--- config.mk ---
export PLATFORM = sky130hd
export DESIGN_NAME = ham_dec_sched_flat
export DESIGN_NICKNAME = d
export VERILOG_FILES = /design/src/rtl/ham_dec_sched_if.sv /design/src/rtl/ham_dec_sched.sv /design/src/flat_wrapper.sv
export SDC_FILE = /design/constraint.sdc
export NUM_CORES = 1
export LEC_CHECK = 0
export ABC_AREA = 0
export BUFFER_PORTS_ARGS = -buffer_cell sky130_fd_sc_hd__buf_2
export CAP_MARGIN = 30
export CORE_MARGIN = 4
export CORE_UTILIZATION = 50
export DETAILED_ROUTE_END_ITERATION = 10
export PLACE_DENSITY = 0.83
export SLEW_MARGIN = 20
export SYNTH_ARGS = -nofsm -noshare
export SYNTH_HDL_FRONTEND = slang
export SYNTH_SLANG_ARGS = --single-unit
--- constraint.sdc ---
create_clock -name clk -period 2.57 [get_ports clk]
set_input_delay 0.514 -clock clk [delete_from_list [all_inputs] [get_ports clk]]
set_output_delay 0.514 -clock clk [all_outputs]
set_load 0.02 [all_outputs]
--- src/rtl/ham_dec_sched_if.sv ---
// Bundle between the decoder scheduler, its requesters and the shared serial
// Hamming(7,4) decoder; the scheduler uses the slave modport.
interface ham_dec_sched_if #(
    parameter int unsigned NREQ = 4,
    parameter int unsigned IDW  = 2
);
    logic [NREQ-1:0]   req;
    logic [7*NREQ-1:0] cw_in;
    logic [NREQ-1:0]   gnt;
    logic              dec_datain;
    logic              dec_dvin;
    logic              dec_dvout;
    logic              dec_code;
    logic              res_valid;
    logic [IDW-1:0]    res_id;
    logic [6:0]        res_data;
    logic              res_timeout;
    logic              busy;

    modport master (
        output req, cw_in, dec_dvout, dec_code,
        input  gnt, dec_datain, dec_dvin, res_valid, res_id, res_data,
               res_timeout, busy
    );

    modport slave (
        input  req, cw_in, dec_dvout, dec_code,
        output gnt, dec_datain, dec_dvin, res_valid, res_id, res_data,
               res_timeout, busy
    );
endinterface

--- src/rtl/ham_dec_sched.sv ---
// Shares one serial Hamming(7,4) decoder among NREQ requesters.
// Define HAM_DEC_SCHED_PRIO_EN for fixed lowest-index priority instead of round-robin.
module ham_dec_sched #(
    parameter int unsigned NREQ    = 4,
    parameter int unsigned IDW     = 2,
    parameter int unsigned TIMEOUT = 31
) (
    input logic            clk,
    input logic            reset,
    ham_dec_sched_if.slave bus
);

    localparam int unsigned CW  = 7;
    localparam int unsigned TW  = 8;
    localparam int unsigned BCW = 3;
    localparam logic [TW-1:0] TO_LIMIT = TW'(TIMEOUT);

    typedef enum logic [2:0] {
        IDLE = 3'd0,
        SEND = 3'd1,
        GAP  = 3'd2,
        WAIT = 3'd3,
        RECV = 3'd4,
        DONE = 3'd5
    } state_t;

    state_t state_q, state_d;

    logic [CW-1:0]   sh_q, sh_d;
    logic [BCW-1:0]  bit_cnt_q, bit_cnt_d;
    logic [TW-1:0]   tcnt_q, tcnt_d;
    logic [BCW-1:0]  smp_q, smp_d;
    logic [CW-1:0]   col_q, col_d;
    logic [IDW-1:0]  win_id_q, win_id_d;

    logic [NREQ-1:0] gnt_q, gnt_d;
    logic            datain_q, datain_d;
    logic            dvin_q, dvin_d;
    logic            res_valid_q, res_valid_d;
    logic [IDW-1:0]  res_id_q, res_id_d;
    logic [CW-1:0]   res_data_q, res_data_d;
    logic            res_timeout_q, res_timeout_d;
    logic            busy_q, busy_d;

    // Arbitration: rotate req so the search base sits at bit 0, then pick the lowest set bit.
    logic [NREQ-1:0] rot;
    logic [IDW-1:0]  base;
    logic [IDW-1:0]  k;
    logic [IDW:0]    win_sum;
    logic [IDW-1:0]  win;
    logic            any_req;
    logic [CW-1:0]   cw_sel;
    logic [TW-1:0]   tcnt_inc;

`ifdef HAM_DEC_SCHED_PRIO_EN
    assign rot  = bus.req;
    assign base = '0;
`else
    logic [IDW-1:0] ptr_q;

    assign rot  = NREQ'({bus.req, bus.req} >> ptr_q);
    assign base = ptr_q;

    // Pointer moves past the winner on every grant.
    always_ff @(posedge clk or posedge reset) begin
        if (reset) begin
            ptr_q <= '0;
        end else if (state_q == IDLE && any_req) begin
            ptr_q <= (win == IDW'(NREQ - 1)) ? '0 : win + IDW'(1);
        end
    end
`endif

    assign any_req = |bus.req;

    always_comb begin
        k = '0;
        for (int i = int'(NREQ) - 1; i >= 0; i--) begin
            if (rot[i]) k = IDW'(i);
        end
    end

    always_comb begin
        win_sum = {1'b0, base} + {1'b0, k};
        if (win_sum >= (IDW+1)'(NREQ)) win_sum = win_sum - (IDW+1)'(NREQ);
        win = win_sum[IDW-1:0];
    end

    assign cw_sel   = CW'(bus.cw_in >> (CW * win));
    assign tcnt_inc = (tcnt_q == '1) ? tcnt_q : tcnt_q + TW'(1);

    // State and output registers.
    always_ff @(posedge clk or posedge reset) begin
        if (reset) begin
            state_q       <= IDLE;
            sh_q          <= '0;
            bit_cnt_q     <= '0;
            tcnt_q        <= '0;
            smp_q         <= '0;
            col_q         <= '0;
            win_id_q      <= '0;
            gnt_q         <= '0;
            datain_q      <= 1'b0;
            dvin_q        <= 1'b1;
            res_valid_q   <= 1'b0;
            res_id_q      <= '0;
            res_data_q    <= '0;
            res_timeout_q <= 1'b0;
            busy_q        <= 1'b0;
        end else begin
            state_q       <= state_d;
            sh_q          <= sh_d;
            bit_cnt_q     <= bit_cnt_d;
            tcnt_q        <= tcnt_d;
            smp_q         <= smp_d;
            col_q         <= col_d;
            win_id_q      <= win_id_d;
            gnt_q         <= gnt_d;
            datain_q      <= datain_d;
            dvin_q        <= dvin_d;
            res_valid_q   <= res_valid_d;
            res_id_q      <= res_id_d;
            res_data_q    <= res_data_d;
            res_timeout_q <= res_timeout_d;
            busy_q        <= busy_d;
        end
    end

    // Next state plus next values of every registered output.
    always_comb begin
        state_d       = state_q;
        sh_d          = sh_q;
        bit_cnt_d     = bit_cnt_q;
        tcnt_d        = tcnt_q;
        smp_d         = smp_q;
        col_d         = col_q;
        win_id_d      = win_id_q;
        gnt_d         = '0;
        datain_d      = 1'b0;
        dvin_d        = 1'b1;
        res_valid_d   = 1'b0;
        res_id_d      = res_id_q;
        res_data_d    = res_data_q;
        res_timeout_d = res_timeout_q;

        unique case (state_q)
            IDLE: begin
                if (any_req) begin
                    state_d   = SEND;
                    sh_d      = cw_sel;
                    win_id_d  = win;
                    gnt_d     = NREQ'(1) << win;
                    bit_cnt_d = '0;
                    dvin_d    = 1'b0;
                    datain_d  = cw_sel[CW-1];
                end
            end
            SEND: begin
                if (bit_cnt_q == BCW'(CW - 1)) begin
                    state_d = GAP;
                end else begin
                    bit_cnt_d = bit_cnt_q + BCW'(1);
                    sh_d      = {sh_q[CW-2:0], 1'b0};
                    dvin_d    = 1'b0;
                    datain_d  = sh_q[CW-2];
                end
            end
            GAP: begin
                state_d = WAIT;
                tcnt_d  = '0;
            end
            WAIT: begin
                tcnt_d = tcnt_inc;
                if (!bus.dec_dvout) begin
                    state_d = RECV;
                    col_d   = {{(CW-1){1'b0}}, bus.dec_code};
                    smp_d   = BCW'(1);
                end else if (tcnt_inc >= TO_LIMIT) begin
                    state_d       = DONE;
                    res_valid_d   = 1'b1;
                    res_id_d      = win_id_q;
                    res_data_d    = '0;
                    res_timeout_d = 1'b1;
                end
            end
            RECV: begin
                tcnt_d = tcnt_inc;
                if (!bus.dec_dvout) begin
                    col_d = {col_q[CW-2:0], bus.dec_code};
                    smp_d = smp_q + BCW'(1);
                    if (smp_q == BCW'(CW - 1)) begin
                        state_d       = DONE;
                        res_valid_d   = 1'b1;
                        res_id_d      = win_id_q;
                        res_data_d    = {col_q[CW-2:0], bus.dec_code};
                        res_timeout_d = 1'b0;
                    end
                end else if (tcnt_inc >= TO_LIMIT) begin
                    state_d       = DONE;
                    res_valid_d   = 1'b1;
                    res_id_d      = win_id_q;
                    res_data_d    = '0;
                    res_timeout_d = 1'b1;
                end
            end
            DONE: begin
                state_d = IDLE;
            end
            default: begin
                state_d = IDLE;
            end
        endcase

        busy_d = (state_d != IDLE);
    end

    assign bus.gnt         = gnt_q;
    assign bus.dec_datain  = datain_q;
    assign bus.dec_dvin    = dvin_q;
    assign bus.res_valid   = res_valid_q;
    assign bus.res_id      = res_id_q;
    assign bus.res_data    = res_data_q;
    assign bus.res_timeout = res_timeout_q;
    assign bus.busy        = busy_q;

endmodule

--- src/flat_wrapper.sv ---
// flat-port wrapper written by rule: the top's interface ports become plain ports
module ham_dec_sched_flat 
#(
    parameter int unsigned NREQ    = 4,
    parameter int unsigned IDW     = 2,
    parameter int unsigned TIMEOUT = 31
)
  (clk, reset, bus_req, bus_cw_in, bus_dec_dvout, bus_dec_code, bus_gnt, bus_dec_datain, bus_dec_dvin, bus_res_valid, bus_res_id, bus_res_data, bus_res_timeout, bus_busy);
  ham_dec_sched_if #(.NREQ(NREQ), .IDW(IDW)) bus_i ();
  input logic clk;
  input logic reset;
  input wire logic [$bits(bus_i.req)-1:0] bus_req;
  input wire logic [$bits(bus_i.cw_in)-1:0] bus_cw_in;
  input wire logic [$bits(bus_i.dec_dvout)-1:0] bus_dec_dvout;
  input wire logic [$bits(bus_i.dec_code)-1:0] bus_dec_code;
  output wire logic [$bits(bus_i.gnt)-1:0] bus_gnt;
  output wire logic [$bits(bus_i.dec_datain)-1:0] bus_dec_datain;
  output wire logic [$bits(bus_i.dec_dvin)-1:0] bus_dec_dvin;
  output wire logic [$bits(bus_i.res_valid)-1:0] bus_res_valid;
  output wire logic [$bits(bus_i.res_id)-1:0] bus_res_id;
  output wire logic [$bits(bus_i.res_data)-1:0] bus_res_data;
  output wire logic [$bits(bus_i.res_timeout)-1:0] bus_res_timeout;
  output wire logic [$bits(bus_i.busy)-1:0] bus_busy;
  assign bus_i.req = bus_req;
  assign bus_i.cw_in = bus_cw_in;
  assign bus_i.dec_dvout = bus_dec_dvout;
  assign bus_i.dec_code = bus_dec_code;
  assign bus_gnt = bus_i.gnt;
  assign bus_dec_datain = bus_i.dec_datain;
  assign bus_dec_dvin = bus_i.dec_dvin;
  assign bus_res_valid = bus_i.res_valid;
  assign bus_res_id = bus_i.res_id;
  assign bus_res_data = bus_i.res_data;
  assign bus_res_timeout = bus_i.res_timeout;
  assign bus_busy = bus_i.busy;
  ham_dec_sched #(.NREQ(NREQ), .IDW(IDW), .TIMEOUT(TIMEOUT)) u_core (.clk(clk), .reset(reset), .bus(bus_i));
endmodule
### Word level (Yosys, flattened, before mapping)

Cells that the tools add are included.

* register bits after elaboration: 51
* bits of input ports: 36
* output and inout bits: 18
* word-level logic and storage cells: 109

* add/subtract/negate cells: 6
* $mul: 1
* magnitude comparators: 2
* equal/unequal tests: 14
* shift-type cells: 3
* mux-type cells: 55
* reduce and logical (&&, ||, !) cells: 12

Operators with widths (count)
* two-way mux 3 bit: 10
* two-way mux 7 bit: 4
* >> shifter 28 x 5 -> 7 bit: 1
* two-way mux 6 bit: 4
* case mux 6 bit (2 select lines): 2
* two-way mux 2 bit: 10
* case mux 8 bit (2 select lines): 1
* case mux 3 bit (5 select lines): 1
* case mux 7 bit (2 select lines): 1
* two-way mux 1 bit: 12
* case mux 3 bit (2 select lines): 2
* equality test 3 bit (second input constant): 3
* AND reduction 3 bit: 3
* adder 8 x 1 -> 8 bit (second input constant): 1
* equality test 8 bit (second input constant): 1
* greater-or-equal comparator 8 x 5 -> 1 bit (second input constant): 1
* two-way mux 4 bit: 2
* two-way mux 8 bit: 1
* != test 2 bit (second input constant): 4
* case mux 1 bit (2 select lines): 4
* >> shifter 8 x 2 -> 4 bit: 1
* adder 3 x 1 -> 3 bit (second input constant): 2
* equality test 3 x 2 -> 1 bit (second input constant): 2
* nonzero test 2 bit: 3
* 17 further kinds: 17

### Longest topological paths before layout

* depth in word-level cells: 12
* gate-level depth with buffers: 16
* gate-level depth less buffers: 13

### Worst setup path before layout

Ideal clock, no wire load.

* path kind: input port to flip-flop
* from: input port bus_req[1]
* to: register u_core.ptr_q[0] (netlist: u_core.base[0])
* setup time: 0.096 ns
* data arrival time: 2.734 ns
* required time: 2.474 ns
* slack: -0.260 ns
* stages on the path: 14
* buffers on the path: 3
* path through: buf_2 > a21oi_1 > nor2_1 > a211oi_1 > a21oi_1 > ha_1 > xor2_1 > or4_1 > buf_2 > buf_6 > nand2_1 > inv_1 > ha_1 > o31ai_1

* longest elaborated chain between the ends: 10
* elaborated cells between the ends (all ways): 14
* classes of those cells: 3 x add/sub; 1 x order compare; 1 x eq/ne; 1 x shift; 6 x mux; 2 x reduce/logical

Ends and longest elaborated chain
* from (decl): line flat_wrapper.sv:12 `input wire logic [$bits(bus_i.req)-1:0] bus_req;`
* >> shifter 8 x 2 -> 4 bit (*): line ham_dec_sched.sv:61 `assign rot = NREQ'({bus.req, bus.req} >> ptr_q);`
* two-way mux 2 bit (3 in series): line ham_dec_sched.sv:79 `if (rot[i]) k = IDW'(i);`
* two-way mux 2 bit (*): line ham_dec_sched.sv:79
* adder 2 x 2 -> 3 bit (*): line ham_dec_sched.sv:84 `win_sum = {1'b0, base} + {1'b0, k};`
* greater-or-equal comparator 3 bit or subtractor 2 x 1 -> 2 bit (tied branches): line ham_dec_sched.sv:85 `if (win_sum >= (IDW+1)'(NREQ)) win_sum = win_sum - (IDW+1)'(NREQ);`
* two-way mux 2 bit (*): line ham_dec_sched.sv:85
* net u_core.win_sum[1]: line ham_dec_sched.sv:49 `logic [IDW:0] win_sum;`
* equality test 2 bit (*): line ham_dec_sched.sv:69 `ptr_q <= (win == IDW'(NREQ - 1)) ? '0 : win + IDW'(1);`
* two-way mux 2 bit (*): line ham_dec_sched.sv:69
* to (signal assigned): line ham_dec_sched.sv:69
* to (decl): line ham_dec_sched.sv:59 `logic [IDW-1:0] ptr_q;`

The timed path passes the listed nets; every way through them passes the cells marked *.
A chain may end at the register's enable or synchronous reset.

### Worst setup path after layout

* from: register u_core.ptr_q[1] (netlist: u_core.base[1])
* to: register u_core.sh_q[0]

* longest elaborated chain between the ends: 12
* elaborated cells between the ends (all ways): 13
* classes of those cells: 2 x add/sub; 1 x mul; 1 x order compare; 2 x shift; 7 x mux

Ends and longest elaborated chain
* >> shifter 8 x 2 -> 4 bit: line ham_dec_sched.sv:61
* two-way mux 2 bit (4 in series): line ham_dec_sched.sv:79
* adder 2 x 2 -> 3 bit (*): line ham_dec_sched.sv:84
* greater-or-equal comparator 3 bit or subtractor 2 x 1 -> 2 bit (tied branches): line ham_dec_sched.sv:85
* two-way mux 2 bit (*): line ham_dec_sched.sv:85
* multiplier 3 x 2 -> 5 bit (*): line ham_dec_sched.sv:89 `assign cw_sel = CW'(bus.cw_in >> (CW * win));`
* >> shifter 28 x 5 -> 7 bit (*): line ham_dec_sched.sv:89
* two-way mux 6 bit (*): line ham_dec_sched.sv:148 `if (any_req) begin`
* case mux 6 bit (2 select lines) (*): line ham_dec_sched.sv:146 `unique case (state_q)`
* to (signal assigned): line ham_dec_sched.sv:96 `sh_q <= '0;`
* to (signal assigned): line ham_dec_sched.sv:112 `sh_q <= sh_d;`
* to (decl): line ham_dec_sched.sv:29 `logic [CW-1:0] sh_q, sh_d;`

Every way passes the cells marked *; elsewhere a longest branch is shown, timed or not. The select of a mux whose other input is x is not followed.

==> metrics.md <==
| Metric | Value |
|---|---|
| PortBufs | `53` |
| Number of synthesized flops with an enable pin | `0` |
| Total track usage | `18.5%` |
| Max Slew Vio Count | `0` |
| WP data arrival | `2.71 ns` |
| Cts bufs inserted | `5` |
| Sequential cell area fraction in the yosys report | `45.6%` |
| Ratio of final minimum period to clock period | `between 90% and 100%` |
| Max-Cap Viols | `0` |
| Synth-to-layout area growth | `23.0%` |
| Vias in the first global route | `about 2300` |
| Avg WL per Cell | `between 10 and 15 um` |
| Clk sink count | `51` |
| Core ar. | `5470 um^2` |
| Fin Setup TNS | `0 ns` |
| Worst hold path type | `in -> async` |
| CTS hold repair buffers | `0` |
| Final nets | `399` |
| Layout cell share with drive strength beyond 1 | `31.6%` |
| Met3 Wirelength | `388 um` |
| Die height | `82.9 um` |
| Pin count of the biggest net entering global routing | `21` |
| Latest clock arrival within the worst-skew pair | `0.31 ns` |
| Met1 Wirelength | `2.58 mm` |
| PD cells | `1070 nW/um^2` |
| Clock skew | `0.00599 ns` |
| Max frequency | `around 400 MHz` |
| Setup-failing EPs final | `0` |
| Placer Congestion | `about 0.84` |
| Hpwl dp | `~4.6 mm` |
| Pre-antenna DRT Iters | `4` |
| Root buffer cell | `clkbuf_8` |
| Worst-Margin Slew | `about 0.73 ns` |
| I/O pin cnt | `54` |
| Placed Cells | `417` |
| Drt via density | `5.77` |
| Max layer used | `met4` |
| Placed instance area | `~3300 um^2` |
| WL final | `6.20 mm` |
| Design Area, Final | `3450 um^2` |
| Post-route ant nets | `0` |
| Diode count | `0` |
| Syn_nets | `338` |
| Post-Syn Area | `2800 um^2` |
| Logic pwr share | `around half` |
| Core Rows | `27` |
| Worst EP required | `2.77 ns` |
| Flop and latch count out of synthesis | `51` |
| Final Hold Vio Count | `0` |
| Hold Slack | `0.165 ns` |
| Initial core utilization | `51.2%` |
| Sw power | `between 1 and 1.5 mW` |
| Routed via count | `2458` |
| Pre-CTS setup slack | `-0.195 ns` |
| H-tree depth | `2` |
| Status | `complete, no violations` |
| CTS tree | `yes` |
| Number of antenna violations at the first check in global routing | `0` |
| Post-route insts no fill | `426` |
| Clk pin slew, worst setup/hold paths | `0.09 ns` |
| Asr flop ratio synth | `100%` |
| Avg Inst Size Synth | `9.60 um^2` |
| RSZ-0062 raised after global routing | `true` |
| Reg power frac | `33.3%` |
| Fillers | `457` |
| Warnings, synthesis | `0` |
| CP Capture Type | `register` |
| Peak supply drop | `0.740 mV` |
| Leak | `around 1.7 nW` |
| Overflow after GRT | `0` |
| CP Max Fanout | `5` |
| Wire length of the first global-routing pass | `around 11 mm` |
| Die area | `6870 um^2` |
| DIE WIDTH | `82.9 um` |
| Setup WS post-layout | `0.0671 ns` |
| CP startpoint kind | `register` |
| Ys flop type | `dfrtp_1` |
| Clock share of power | `about 15%` |
| Internal Power | `2.22 mW` |
| Final min period | `between 2 and 3 ns` |
| First DRT Iteration DRCs | `120` |
| Clock Path Buffers | `2` |
| Synth Instances | `292` |
| R2R depth | `9` |
| Met2 WL | `3.17 mm` |
| CP Class | `reg -> reg` |
| Relative slew margins | `50.7%` |
| DRC | `0` |
| Yosys cell types | `51` |
| Sw frac | `40.2%` |
synth_stat cells (all sizes together), types with 8 or more instances:
| cell | number | area, um^2 |
|---|---|---|
| dfrtp | 50 | 1250 |
| nand2 | 36 | 135 |
| a21oi | 16 | 80.1 |
| o21ai | 16 | 83.8 |
| clkbuf | 14 | 52.6 |
| nor2 | 13 | 51.3 |
| and3 | 12 | 75.1 |
| ha | 10 | 125 |
| inv | 10 | 37.5 |
| mux2i | 8 | 80.1 |
| nor2b | 8 | 50.1 |
| o31ai | 8 | 60.1 |
critical path, cell delays in order (launching register included):
cell	delay (ns)
dfrtp_2	0.44
nand2b_4	0.15
a2bb2oi_2	0.12
o32a_1	0.18
a21oi_2	0.06
ha_2	0.17
xor2_1	0.16
or4_4	0.52
a221o_1	0.33
a32o_1	0.26
path summary, 6_finish.rpt:
| path | start | to | slack, ns |
|---|---|---|---|
| min in group clk | bus_dec_code | u_core.col_q[0] | 0.46 |
| worst max register to register | u_core.base[1] | u_core.sh_q[0] | 0.07 |
| worst min register to register | u_core.bus.res_timeout | u_core.bus.res_timeout | 0.51 |
| max in group asynchronous | reset | u_core.bus.dec_dvin | 1.81 |
| worst max-delay path | u_core.base[1] | u_core.sh_q[0] | 0.07 |
| worst min-delay path | reset | u_core.col_q[0] | 0.17 |
per-layer routing:
layer / vias to the layer above / GRT usage, %
met3: 5 / 4.46
met4: 0 / 4.01
met1: 1185 / 23.5
met2: 82 / 32.0
li1: 1186 / -
met5: - / 0
cell families (layout without fill, tap and decap cells):
group / Yosys count / in the layout / synth area share [%]
flip-flops: 51 / 51 / 45.6
buffers and inverters: 30 / 92 / 4.73
adder cells (fa/ha/maj): 10 / 10 / 4.46
multiplexers: 11 / 11 / 4.06
XOR/XNOR: 3 / 3 / 0.937
AND/OR/NAND/NOR: 106 / 106 / 20.0
AO/OA/AOI/OAI: 81 / 81 / 20.3
what timing repair did:
action,4_1_cts,5_1_grt
resized for setup,1,15
pin swaps,0,1
endpoints found under the setup margin,6,13
buffers inserted,0,1
power by group through the flow:
stage	Sequential, mW	Clock, mW	Combinational, mW
2_1_floorplan	1.22	0	1.32
3_3_place_gp	1.23	0	1.69
3_5_place_dp	1.24	0	1.75
4_1_cts	1.23	0.566	1.76
5_1_grt	1.27	0.608	2.14
6_report	1.23	0.553	1.92
placed cells by master (no fill, tap or decap), drive strengths merged, types with 4 or more instances in the layout:
| cell type | instances |
|---|---|
| o21ai | 16 |
| a221oi | 5 |
| o31ai | 8 |
| nor3 | 7 |
| nor2 | 13 |
| clkbuf | 6 |
| a22o | 5 |
| nand2b | 4 |
| buf | 74 |
| a22oi | 5 |
| nand2 | 36 |
| a21oi | 16 |
| mux2i | 8 |
| ha | 10 |
| inv | 10 |
| dfrtp | 50 |
| a211oi | 6 |
| and3 | 12 |
| nand3 | 5 |
| nor2b | 8 |
state kept, by name (all words and copies together), names as in the netlist:
signal	count
u_core.bus.res_timeout	1
u_core.tcnt_q	8
u_core.state_q	3
u_core.bus.gnt	4
u_core.bus.busy	1
u_core.bus.res_data	7
u_core.win_id_q	2
u_core.col_q	6
u_core.bus.dec_dvin	1
u_core.bus.res_id	2
u_core.bus.res_valid	1
u_core.bit_cnt_q	3
u_core.base	2
u_core.bus.dec_datain	1
u_core.sh_q	6
u_core.smp_q	3
cell type report:
type / count / area, um^2 / share of cell area [%]
Clock inverter: 2 / 37.5 / 1.09
Multi-Input combinational cell: 211 / 1500 / 43.5
Timing Repair Buffer: 74 / 430 / 12.5
Inverter: 10 / 40.0 / 1.16
Sequential cell: 51 / 1280 / 37.1
Tap cell: 72 / 90.1 / 2.61
Clock buffer: 6 / 72.6 / 2.10
stage by stage:
stage	total power [mW]	util [%]
3_5_place_dp	2.98	59.4
3_3_place_gp	2.91	59.4
2_1_floorplan	2.53	-
5_1_grt	4.02	63.0
6_report	3.70	63.0
4_1_cts	3.55	61.5
(Power assumes the default switching activity.)
